$ cat src/rtl/lfsr_challenge_gen.sv
// Fibonacci LFSR challenge generator: shifts a WIDTH-bit LFSR and packs its serial
// output into WIDTH-bit challenge words on a valid/ready port, with burst/continuous runs.
module lfsr_challenge_gen #(
    parameter int          WIDTH = 64,
    parameter logic [63:0] TAPS  = 64'hD800_0000_0000_0000,
    parameter logic [63:0] SEED  = 64'hCDB5_A559_AB83_F00A
) (
    input  logic             lfsrclk,
    input  logic             lfsrrstn,
    input  logic             seed_load,
    input  logic [WIDTH-1:0] seed,
    input  logic             start,
    input  logic [15:0]      burst_len,
    input  logic             stop,
    output logic [WIDTH-1:0] ldw,
    output logic             ldw_valid,
    input  logic             ldw_ready,
    output logic             busy,
    output logic             lockup,
    output logic             obit
);

    localparam int             KW        = $clog2(WIDTH);
    localparam logic [KW-1:0]  KLAST     = KW'(WIDTH - 1);
    localparam logic [WIDTH-1:0] TAP_MASK  = TAPS[WIDTH-1:0];
    localparam logic [WIDTH-1:0] SEED_INIT = SEED[WIDTH-1:0];

    typedef enum logic {
        IDLE = 1'b0,
        RUN  = 1'b1
    } state_t;

    state_t           state, state_nxt;
    logic [WIDTH-1:0] s;
    logic [WIDTH-2:0] acc;
    logic [KW-1:0]    k;
    logic [15:0]      wcnt;
    logic [15:0]      blen;

    logic             fb;
    logic [WIDTH-1:0] s_shift;
    logic             at_last;
    logic             shift_en;
    logic             word_done;
    logic             burst_end;

    assign fb      = ^(s & TAP_MASK);
    assign s_shift = {s[WIDTH-2:0], fb};
    assign at_last = (k == KLAST);

    // Only the word-completing shift waits on an unaccepted word; partial words keep going.
    assign shift_en  = (state == RUN) && !(at_last && ldw_valid && !ldw_ready);
    assign word_done = shift_en && at_last;
    assign burst_end = word_done && (blen != 16'd0) && ((wcnt + 16'd1) == blen);

    assign obit = s[WIDTH-1];
    assign busy = (state == RUN);

    always_comb begin
        // NOTE: default first so every path assigns state_nxt and no latch is inferred.
        state_nxt = state;
        case (state)
            IDLE: if (start) state_nxt = RUN;
            RUN:  if (burst_end || stop) state_nxt = IDLE;
            default: state_nxt = IDLE;
        endcase
    end

    // NOTE: sequential state uses non-blocking assignments so all registers update together.
    always_ff @(posedge lfsrclk) begin
        if (!lfsrrstn) state <= IDLE;
        else           state <= state_nxt;
    end

    always_ff @(posedge lfsrclk) begin
        if (!lfsrrstn) begin
            s         <= SEED_INIT;
            k         <= '0;
            wcnt      <= '0;
            blen      <= '0;
            ldw       <= '0;
            ldw_valid <= 1'b0;
            lockup    <= 1'b0;
        end else begin
            if (ldw_valid && ldw_ready) ldw_valid <= 1'b0;

            if (state == IDLE) begin
                if (seed_load) begin
                    if (seed == '0) begin
                        s      <= SEED_INIT;
                        lockup <= 1'b1;
                    end else begin
                        s      <= seed;
                        lockup <= 1'b0;
                    end
                end
                if (start) begin
                    blen <= burst_len;
                    k    <= '0;
                    wcnt <= '0;
                end
            end

            if (shift_en) begin
                // An all-zero state would lock the register forever; recover from SEED.
                if (s_shift == '0) begin
                    s      <= SEED_INIT;
                    lockup <= 1'b1;
                end else begin
                    s <= s_shift;
                end
                if (at_last) begin
                    k         <= '0;
                    ldw       <= {s[WIDTH-1], acc};
                    ldw_valid <= 1'b1;
                    wcnt      <= wcnt + 16'd1;
                end else begin
                    k <= k + KW'(1);
                end
            end

            if ((state == RUN) && stop) k <= '0;
        end
    end

    // NOTE: the accumulator is not reset; every bit is rewritten before a word is issued.
    always_ff @(posedge lfsrclk) begin
        if (shift_en && !at_last) acc[k] <= s[WIDTH-1];
    end

endmodule

$ cat config.mk
export PLATFORM = sky130hd
export DESIGN_NAME = lfsr_challenge_gen
export DESIGN_NICKNAME = d
export VERILOG_FILES = /design/src/rtl/lfsr_challenge_gen.sv
export SDC_FILE = /design/constraint.sdc
export NUM_CORES = 1
export LEC_CHECK = 0
export BUFFER_PORTS_ARGS = -buffer_cell sky130_fd_sc_hd__buf_4
export CORE_MARGIN = 5
export CORE_UTILIZATION = 56
export DETAILED_ROUTE_END_ITERATION = 6
export PLACE_DENSITY = 0.78
export SLEW_MARGIN = 10
export SYNTH_ARGS = -nofsm -noshare
export SYNTH_HDL_FRONTEND = slang
export SYNTH_SLANG_ARGS = --single-unit
$ cat constraint.sdc
create_clock -name lfsrclk -period 3.3 [get_ports lfsrclk]
set_input_delay 0 -clock lfsrclk [delete_from_list [all_inputs] [get_ports lfsrclk]]
set_output_delay 0 -clock lfsrclk [all_outputs]
set_load 0.01 [all_outputs]
==> results of run 1 <==
==> sequential cells by signal, summed over array words and instances (netlist names) <==
| register | count |
|---|---|
| wcnt | 16 |
| busy | 1 |
| ldw_valid | 1 |
| lockup | 1 |
| s | 64 |
| blen | 16 |
| k | 6 |
| ldw | 64 |
| acc | 63 |
==> how the worst max path moves through the flow <==
stage | startpoint | endpoint | slack (ps) | depth (start not counted)
2_1_floorplan | s[63]$_SDFFE_PN1P_ | s[15]$_SDFFE_PN1P_ | 720 | 8
3_3_place_gp | wcnt[4]$_SDFF_PN0_ | busy$_SDFF_PN0_ | 710 | 6
3_5_place_dp | wcnt[4]$_SDFF_PN0_ | busy$_SDFF_PN0_ | 680 | 6
4_1_cts | k[1]$_SDFFE_PP0P_ | s[3]$_SDFFE_PN1P_ | 470 | 10
5_1_grt | k[1]$_SDFFE_PP0P_ | s[3]$_SDFFE_PN1P_ | 220 | 10
6_report | k[3]$_SDFFE_PP0P_ | s[3]$_SDFFE_PN1P_ | 440 | 9
==> stage by stage <==
| step | instances | area [um^2] | utilization (%) | hold WS, ps |
|---|---|---|---|---|
| final | 1516 | 12500 | 75.0 | 285 |
| after global routing | 1515 | 12500 | 75.0 | 316 |
| after detailed placement | 1383 | 10800 | 64.9 | 257 |
| after global placement | 1383 | 10800 | 64.9 | 249 |
| after CTS | 1515 | 12500 | 75.0 | 274 |
| after floorplan | 1070 | 9520 | - | 136 |
==> cell families after synthesis <==
kind of cell | after synthesis | share of synthesized area, %
xor+xnor | 22 | 2.02
buf+inv | 80 | 3.27
compound gates | 227 | 14.7
fa+ha+maj | 2 | 0.263
simple gates | 506 | 24.3
flops | 232 | 55.4
mux | 1 | 0.105
==> worst max-delay path, delay by kind of cell, from the launching register on <==
family / cells / cell delay (ps)
AOI/OAI and AO/OA: 1 / 130
buffers and inverters: 3 / 1140
DFF: 1 / 500
and+or+nand+nor: 5 / 1020
==> cells in the mapped netlist, types with 9 or more instances <==
| cell type | n |
|---|---|
| a21oi_1 | 114 |
| nor2b_1 | 10 |
| o211ai_1 | 9 |
| nand3_1 | 39 |
| xnor2_1 | 15 |
| nor4_1 | 41 |
| clkbuf_1 | 63 |
| a22oi_1 | 25 |
| o21ai_0 | 38 |
| edfxtp_1 | 63 |
| dfxtp_1 | 169 |
| nand2_1 | 224 |
| nor3_1 | 11 |
| a222oi_1 | 27 |
| nor2_1 | 121 |
| nand4_1 | 13 |
| nand2b_1 | 12 |
==> layer usage <==
| layer | global-route usage [%] | wire length (um) | up-vias |
|---|---|---|---|
| met5 | 0 | 0 | - |
| met4 | 9.79 | 984 | 0 |
| met3 | 4.26 | 2270 | 100 |
| met2 | 45.6 | 13500 | 500 |
| met1 | 34.3 | 10800 | 4326 |
| li1 | - | - | 4234 |
==> area by class of cell <==
cell class / count / area, um^2 / share of cell area (%)
clock buffer: 30 / 666 / 5.33
antenna: 1 / 2.50 / 0.0200
sequential: 232 / 5280 / 42.3
inverter: 6 / 23.8 / 0.190
tap: 220 / 275 / 2.20
clock inverter: 14 / 130 / 1.04
timing repair buffer: 255 / 2160 / 17.3
multi-input combinational: 758 / 3950 / 31.6
==> power groups by stage <==
stage / combinational (mW) / sequential [mW] / clock, mW
after floorplan: 0.297 / 3.16 / 0
after global placement: 0.486 / 3.17 / 0
after detailed placement: 0.493 / 3.17 / 0
after CTS: 0.579 / 3.11 / 2.74
after global routing: 0.657 / 3.13 / 2.85
final: 0.604 / 3.12 / 2.71
==> impl_metrics.toml, run 1 <==
[floorplanning]
pin_count = 154
fp.dieArea_mm2 = 0.0197
die_h_um = 140
start_util_pct = 57.2
rows = 47
core_area_mm2 = 0.0166
die_x_um = 140

[worst_setup_path]
regToRegSetupSlack_ps = 440
path_max_fanout = 44
arrival_ps = 3320
r2r-start = "k[3]$_SDFFE_PP0P_"
cp_data_required_time_ps = 3760
worst_path_max_delay_cell = "dlygate4sd3_1"
rr_worst_depth = 9
r2r-end = "s[3]$_SDFFE_PN1P_"
startpoint_type = "register"
crit_path_end_kind = "register"
crit_chain = "nand3_1 > nor3_1 > nor2_2 > buf_4 > nor2_4 > buf_4 > a22oi_1 > nand4_1 > dlygate4sd3_1"
crit_type = "register to register"
crit_path_max_incr_delay_ps = 540
crit_path_frequent_cell = "buf_4"

[sta]
worstMarginPinSlew_ps = 943
finClkSkew_ps = 8.60
rsz0062_at_grt = "false"
slew_viol_final = 0
fin_crit_ps = 2860
min_period_over_period_pct = 86.6
max_freq_mhz = 350
setup_slack_ps = 441
hold_viol_final = 0
slew_headroom_pct = 37.1
fin_setup_tns_ps = 0
setup_viol = 0

[pwr]
combPwrFrac_pct = 9.4
p_int_mw = 4.91
seqPwrFrac_pct = 48.5
fin_total_pwr_mw = 6.44
switchingPower_mw = 1.53
power.density_mw_per_mm2 = 516
power.leakage_nw = 4.63
swShare_pct = 23.8
p_clk_share_pct = 42.1
peakVddDrop_uv = 360

[clocking]
clockBufferDepth = 3
cts-resized-gates = 0
clkLatencyLatePin_ps = 510
cts_max_level = 1
clock_sinks = 232
cts_hold_buffers = 88
clk_pin_slew_ps = 60
cts_buffers = 24
root_buffer = "clkbuf_16"
cts_tree = "yes"
cts_setup_buffers = 0

[route]
vias = 9160
wl_per_cell_um = 18.2
viasPerCell = 6.04
route.detailed.drc = 0
ant_nets = 0
drt_pass1_iterations = 7
drtIter0Drc = 1048
drt-total-wl_um = 27600

[synthesis]
syn_nets = 1158
async_reset_ff_share_pct = 0
ys_ff_latch = 232
synth_edf_count = 63
netlist.area_leader.share_pct = 35.5
syn-instance-count = 1070
synth_area_mm2 = 0.00952
yosys-top-cells-area = "dfxtp_1 (36%), edfxtp_1 (20%), nand2_1 (8.8%)"
synth_ff_type = "dfxtp_1"
yosysUniqueCellTypes = 49
yosysSeqAreaShare_pct = 55.4
synth_area_per_cell_um2 = 8.90
synth.largest_area_cell = "dfxtp_1"
yosysWarningCount = 0

[run]
drv_cap = 0

[global_routing]
antenna_found_initial = 0
grt_pass1_vias = 8753
grt_pass1_wl_um = 44000
grt_overflow = 0
grt_max_degree = 75
grt_usage_pct = 26.7

[place]
hpwl_um = 16500
place_ws_ps = 685
gp_congestion = 0.896
portBuffers = 153

[layout]
nets = 1365
fillCellCount = 1140
final_cell_mix = "nand2_1 (224), dfxtp_1 (168), buf_4 (165)"
layout_commonest_cell = "nand2_1"
area_delta_synth_final_pct = 31.1
drive_gt1_share_pct = 17.1

[hold_path]
hold_start = "burst_len[9]"
hold_depth = 4
min_path_type = "input port to register"
hold_end = "blen[9]$_SDFFE_PN0P_"

[run_status]
status = "complete, no violations"
(Power assumes the default switching activity.)
==> inputs of run 2 (changes only) <==
--- a/config.mk
+++ b/config.mk
@@ -8,6 +8,7 @@
 export BUFFER_PORTS_ARGS = -buffer_cell sky130_fd_sc_hd__buf_4
 export CORE_MARGIN = 5
 export CORE_UTILIZATION = 56
+export CTS_BUF_LIST = sky130_fd_sc_hd__clkbuf_16
 export DETAILED_ROUTE_END_ITERATION = 6
 export PLACE_DENSITY = 0.78
 export SLEW_MARGIN = 10
==> run 2 against run 1 <==
- sequential power is essentially flat
- combinational power hardly changed
- via count barely moved
- clock skew rose by 3.2 ps
- non-clock buffer count stayed put
- fmax about the same
- clock power is essentially flat
==> impl_metrics.toml, run 2 (same netlist as run 1, synthesis figures left out) <==
[floorplanning]
die_x_um = 140
pin_count = 154
die_h_um = 140
core_area_mm2 = 0.0166
fp.dieArea_mm2 = 0.0197
rows = 47
start_util_pct = 57.2

[route]
viasPerCell = 6.04
drtIter0Drc = 1043
route.detailed.drc = 0
vias = 9158
wl_per_cell_um = 18.2
ant_nets = 0
drt-total-wl_um = 27600
drt_pass1_iterations = 7

[clocking]
clk_pin_slew_ps = 60
clkLatencyLatePin_ps = 510
cts_hold_buffers = 88
clock_sinks = 232
cts_tree = "yes"
root_buffer = "clkbuf_16"
cts_buffers = 24
cts-resized-gates = 0
cts_max_level = 1
clockBufferDepth = 3
cts_setup_buffers = 0

[layout]
area_delta_synth_final_pct = 31.1
reg_top3 = "ldw: 64 flops, s: 64 flops, acc: 63 flops"
final_area_mm2 = 0.0125
final_cell_mix = "nand2_1 (224), dfxtp_1 (168), buf_4 (165)"
nets = 1365
fin_cells = 1516
fillCellCount = 1140
utilization_pct = 75.0
layout_commonest_cell = "nand2_1"
drive_gt1_share_pct = 17.1

[global_routing]
grt_pass1_vias = 8753
grt_max_degree = 75
antenna_found_initial = 0
grt_usage_pct = 26.7
grt_overflow = 0
grt_pass1_wl_um = 44000

[worst_setup_path]
arrival_ps = 3320
path_max_fanout = 44
cp_data_required_time_ps = 3760
startpoint_type = "register"
crit_type = "register to register"
crit_path_end_kind = "register"

[sta]
max_freq_mhz = 350
slew_viol_final = 0
fin_setup_tns_ps = 0
slew_headroom_pct = 36.5
worstMarginPinSlew_ps = 952
rsz0062_at_grt = "false"
setup_viol = 0
hold_viol_final = 0
min_period_over_period_pct = 86.7
fin_crit_ps = 2860
finClkSkew_ps = 11.8

[hold_path]
min_path_type = "input port to register"

[place]
gp_congestion = 0.896
placed_cells = 1383
hpwl_um = 16500
portBuffers = 153
place_area_mm2 = 0.0108

[pwr]
peakVddDrop_uv = 362
power.leakage_nw = 4.65
fin_total_pwr_mw = 6.43
power.density_mw_per_mm2 = 515

[run]
drv_cap = 0

[run_status]
status = "complete, no violations"
run 2: cell count changes in the layout (fill, tap and decap cells not counted), sizes merged:
cell    before  now
clkbuf      30   26
inv          7   11
run 2: path summary, 6_finish.rpt:
| check | start | endpoint | slack, ps | cells after the start |
|---|---|---|---|---|
| hold reg to reg | ldw[51]$_SDFFE_PN0P_ | ldw[51]$_SDFFE_PN0P_ | 460 | 2 |
| hold / removal | burst_len[9] | blen[9]$_SDFFE_PN0P_ | 290 | 4 |
| setup / recovery | k[1]$_SDFFE_PP0P_ | s[3]$_SDFFE_PN1P_ | 440 | 10 |
| setup reg to reg | k[1]$_SDFFE_PP0P_ | s[3]$_SDFFE_PN1P_ | 440 | 10 |
run 2: metrics by stage:
| step | hold slack [ps] | setup WS, ps |
|---|---|---|
| finish | 286 | 440 |
| global route | 316 | 217 |
| CTS | 274 | 472 |
| detailed placement | 257 | 685 |
| global placement | 249 | 710 |
| floorplan | 136 | 721 |
run 2: critical path, cell delays in order (launching register included):
cell and delay [ps]:
dfxtp_1 520, ha_1 270, nand2_1 80, nor3_1 340
nor2_2 90, buf_4 210, nor2_4 100, buf_4 390
a22oi_1 130, nand4_1 110, dlygate4sd3_1 540
run 2: layout make-up:
cell class                      instances  area [um^2]  share of cell area [%]
Timing Repair Buffer                  255         2160                    17.3
Multi-Input combinational cell        758         3950                    31.6
Tap cell                              220          275                    2.20
Clock buffer                           26          651                    5.21
Inverter                                6         23.8                   0.190
Sequential cell                       232         5280                    42.3
Clock inverter                         18          145                    1.16
Antenna cell                            1         2.50                  0.0200
run 2: per-layer routing:
| layer | track usage (%) | up-vias | wire (um) | share of wire, % |
|---|---|---|---|---|
| li1 | - | 4234 | - | - |
| met1 | 34.3 | 4340 | 10900 | 39 |
| met2 | 45.6 | 484 | 13600 | 49 |
| met3 | 4.26 | 100 | 2200 | 8.0 |
| met4 | 9.79 | 0 | 970 | 3.5 |
| met5 | 0 | - | 0 | 0 |
run 2: report_power, final:
part	total [mW]	leakage [nW]	switching [mW]	internal (mW)
clock	2.70	0.412	1.12	1.58
sequential	3.12	1.94	0.0949	3.03
combinational	0.604	2.30	0.323	0.282
total	6.43	4.65	1.54	4.89
==> inputs of run 3 (changes only) <==
--- a/config.mk
+++ b/config.mk
@@ -7,10 +7,10 @@
 export LEC_CHECK = 0
 export BUFFER_PORTS_ARGS = -buffer_cell sky130_fd_sc_hd__buf_4
 export CORE_MARGIN = 5
-export CORE_UTILIZATION = 56
+export CORE_UTILIZATION = 45
 export CTS_BUF_LIST = sky130_fd_sc_hd__clkbuf_16
 export DETAILED_ROUTE_END_ITERATION = 6
-export PLACE_DENSITY = 0.78
+export PLACE_DENSITY = 0.65
 export SLEW_MARGIN = 10
 export SYNTH_ARGS = -nofsm -noshare
 export SYNTH_HDL_FRONTEND = slang
==> run 3 against run 2 <==
- cell count is 3.8% higher
- first-iteration DRC count is 43% lower
- fmax is 1.5% higher
- highest routed layer unchanged
- die area is 23% higher
- hold slack worse by 280 ps
- sequential power hardly changed
- clock power hardly changed
- non-clock buffer count is 4 higher
==> impl_metrics.toml, run 3 (same netlist as run 1, synthesis figures left out) <==
[route]
viasPerCell = 5.57
ant_nets = 0
wl_per_cell_um = 17.3
route.detailed.drc = 0
met3WireLength_um = 1950
vias = 8768
drt_pass1_iterations = 7
met1Wirelength_um = 11700
top_layer_used = "met4"
drt-total-wl_um = 27300
wl_met2_um = 13200
drtIter0Drc = 594

[clocking]
clk_pin_slew_ps = 60
clockBufferDepth = 3
root_buffer = "clkbuf_16"
cts_tree = "yes"
clock_sinks = 232
clkLatencyLatePin_ps = 520
cts_buffers = 24
cts_max_level = 1

[run]
drv_cap = 0

[layout]
layout_commonest_cell = "nand2_1"
nets = 1369
drive_gt1_share_pct = 16.9
final_cell_mix = "nand2_1 (224), buf_4 (171), dfxtp_1 (168)"
reg_top3 = "ldw: 64 flops, s: 64 flops, acc: 63 flops"
fillCellCount = 1864
antennaDiodeCount = 0
area_delta_synth_final_pct = 31.8

[sta]
slew_viol_final = 0
rsz0062_at_grt = "false"
slew_headroom_pct = 46.3
fin_crit_ps = 2820
min_period_over_period_pct = 85.4
fin_setup_tns_ps = 0
setup_slack_ps = 483
hold_viol_final = 0
finClkSkew_ps = 11.8
setup_viol = 0
worstMarginPinSlew_ps = 803
max_freq_mhz = 355

[place]
place_ws_ps = 735
gp_congestion = 0.915
portBuffers = 153
hpwl_um = 17500

[floorplanning]
fp.dieArea_mm2 = 0.0242
pin_count = 154
rows = 53
start_util_pct = 45.4
die_x_um = 155
die_h_um = 155
core_area_mm2 = 0.0210

[worst_setup_path]
regToRegSetupSlack_ps = 480
worst_path_max_delay_cell = "dlygate4sd3_1"
rr_worst_depth = 9
crit_path_max_incr_delay_ps = 550
crit_path_end_kind = "register"
cp_data_required_time_ps = 3760
crit_type = "register to register"
arrival_ps = 3280
path_max_fanout = 39
startpoint_type = "register"
crit_chain = "ha_1 > nand2_1 > nor3_1 > nor2_2 > nor2_4 > buf_12 > a22oi_1 > nand4_1 > dlygate4sd3_1"

[global_routing]
grt_pass1_vias = 8278
antenna_found_initial = 0
grt_overflow = 0
grt_usage_pct = 21.7
grt_pass1_wl_um = 43200
grt_max_degree = 67

[pwr]
power.leakage_nw = 4.65
peakVddDrop_uv = 300
power.density_mw_per_mm2 = 512

[hold_path]
hold_depth = 4
min_path_type = "input port to register"

[run_status]
status = "complete, no violations"
run 3: worst max-delay path: cells and delay by family, from the launching register on:
family          cells  cell delay [ps]
compound gates      1               90
fa+ha+maj           1              270
buf+inv             2              830
flops               1              510
simple gates        5             1040
run 3: through the flow:
step	utilization, %	cells	power, mW	cell area [um^2]	hold slack (ps)
global placement	52.0	1443	3.68	10900	248
detailed placement	52.0	1443	3.69	10900	259
floorplan	-	1070	3.45	9520	136
CTS	59.9	1574	6.46	12600	3.22
finish	59.9	1574	6.42	12600	6.79
global route	59.9	1574	6.66	12600	65.6
run 3: final cells by class:
cell class | count | area, um^2 | area share (%)
clock buffers | 25 | 626 | 4.98
clock inverters | 19 | 155 | 1.24
inverters | 6 | 23.8 | 0.189
multi-input cells | 758 | 3950 | 31.5
flip-flops and latches | 232 | 5280 | 42.0
well taps | 275 | 344 | 2.74
repair buffers | 259 | 2170 | 17.3
run 3: layer usage:
layer | vias up | global-route usage [%]
li1 | 4243 | -
met1 | 4140 | 29.1
met2 | 342 | 36.2
met3 | 43 | 4.20
met4 | 0 | 5.42
met5 | - | 0
run 3: final timing paths:
path                        startpoint              endpoint
setup / recovery     k[1]$_SDFFE_PP0P_     s[3]$_SDFFE_PN1P_
hold / removal               seed_load     lockup$_SDFF_PN0_
setup reg to reg     k[1]$_SDFFE_PP0P_     s[3]$_SDFFE_PN1P_
hold reg to reg   ldw[39]$_SDFFE_PN0P_  ldw[39]$_SDFFE_PN0P_
run 3: timing repair:
| action | in CTS | in global routing |
|---|---|---|
| gates resized for setup | 0 | 0 |
| buffers inserted | 0 | 0 |
| endpoints found under the hold margin | 90 | 0 |
| hold buffers | 87 | 0 |
run 3: power by group:
group / leakage, nW / internal, mW / total [mW] / switching, mW
Combinational: 2.31 / 0.286 / 0.605 / 0.319
Clock: 0.400 / 1.60 / 2.70 / 1.11
Sequential: 1.94 / 3.03 / 3.11 / 0.0871
Total: 4.65 / 4.91 / 6.42 / 1.51
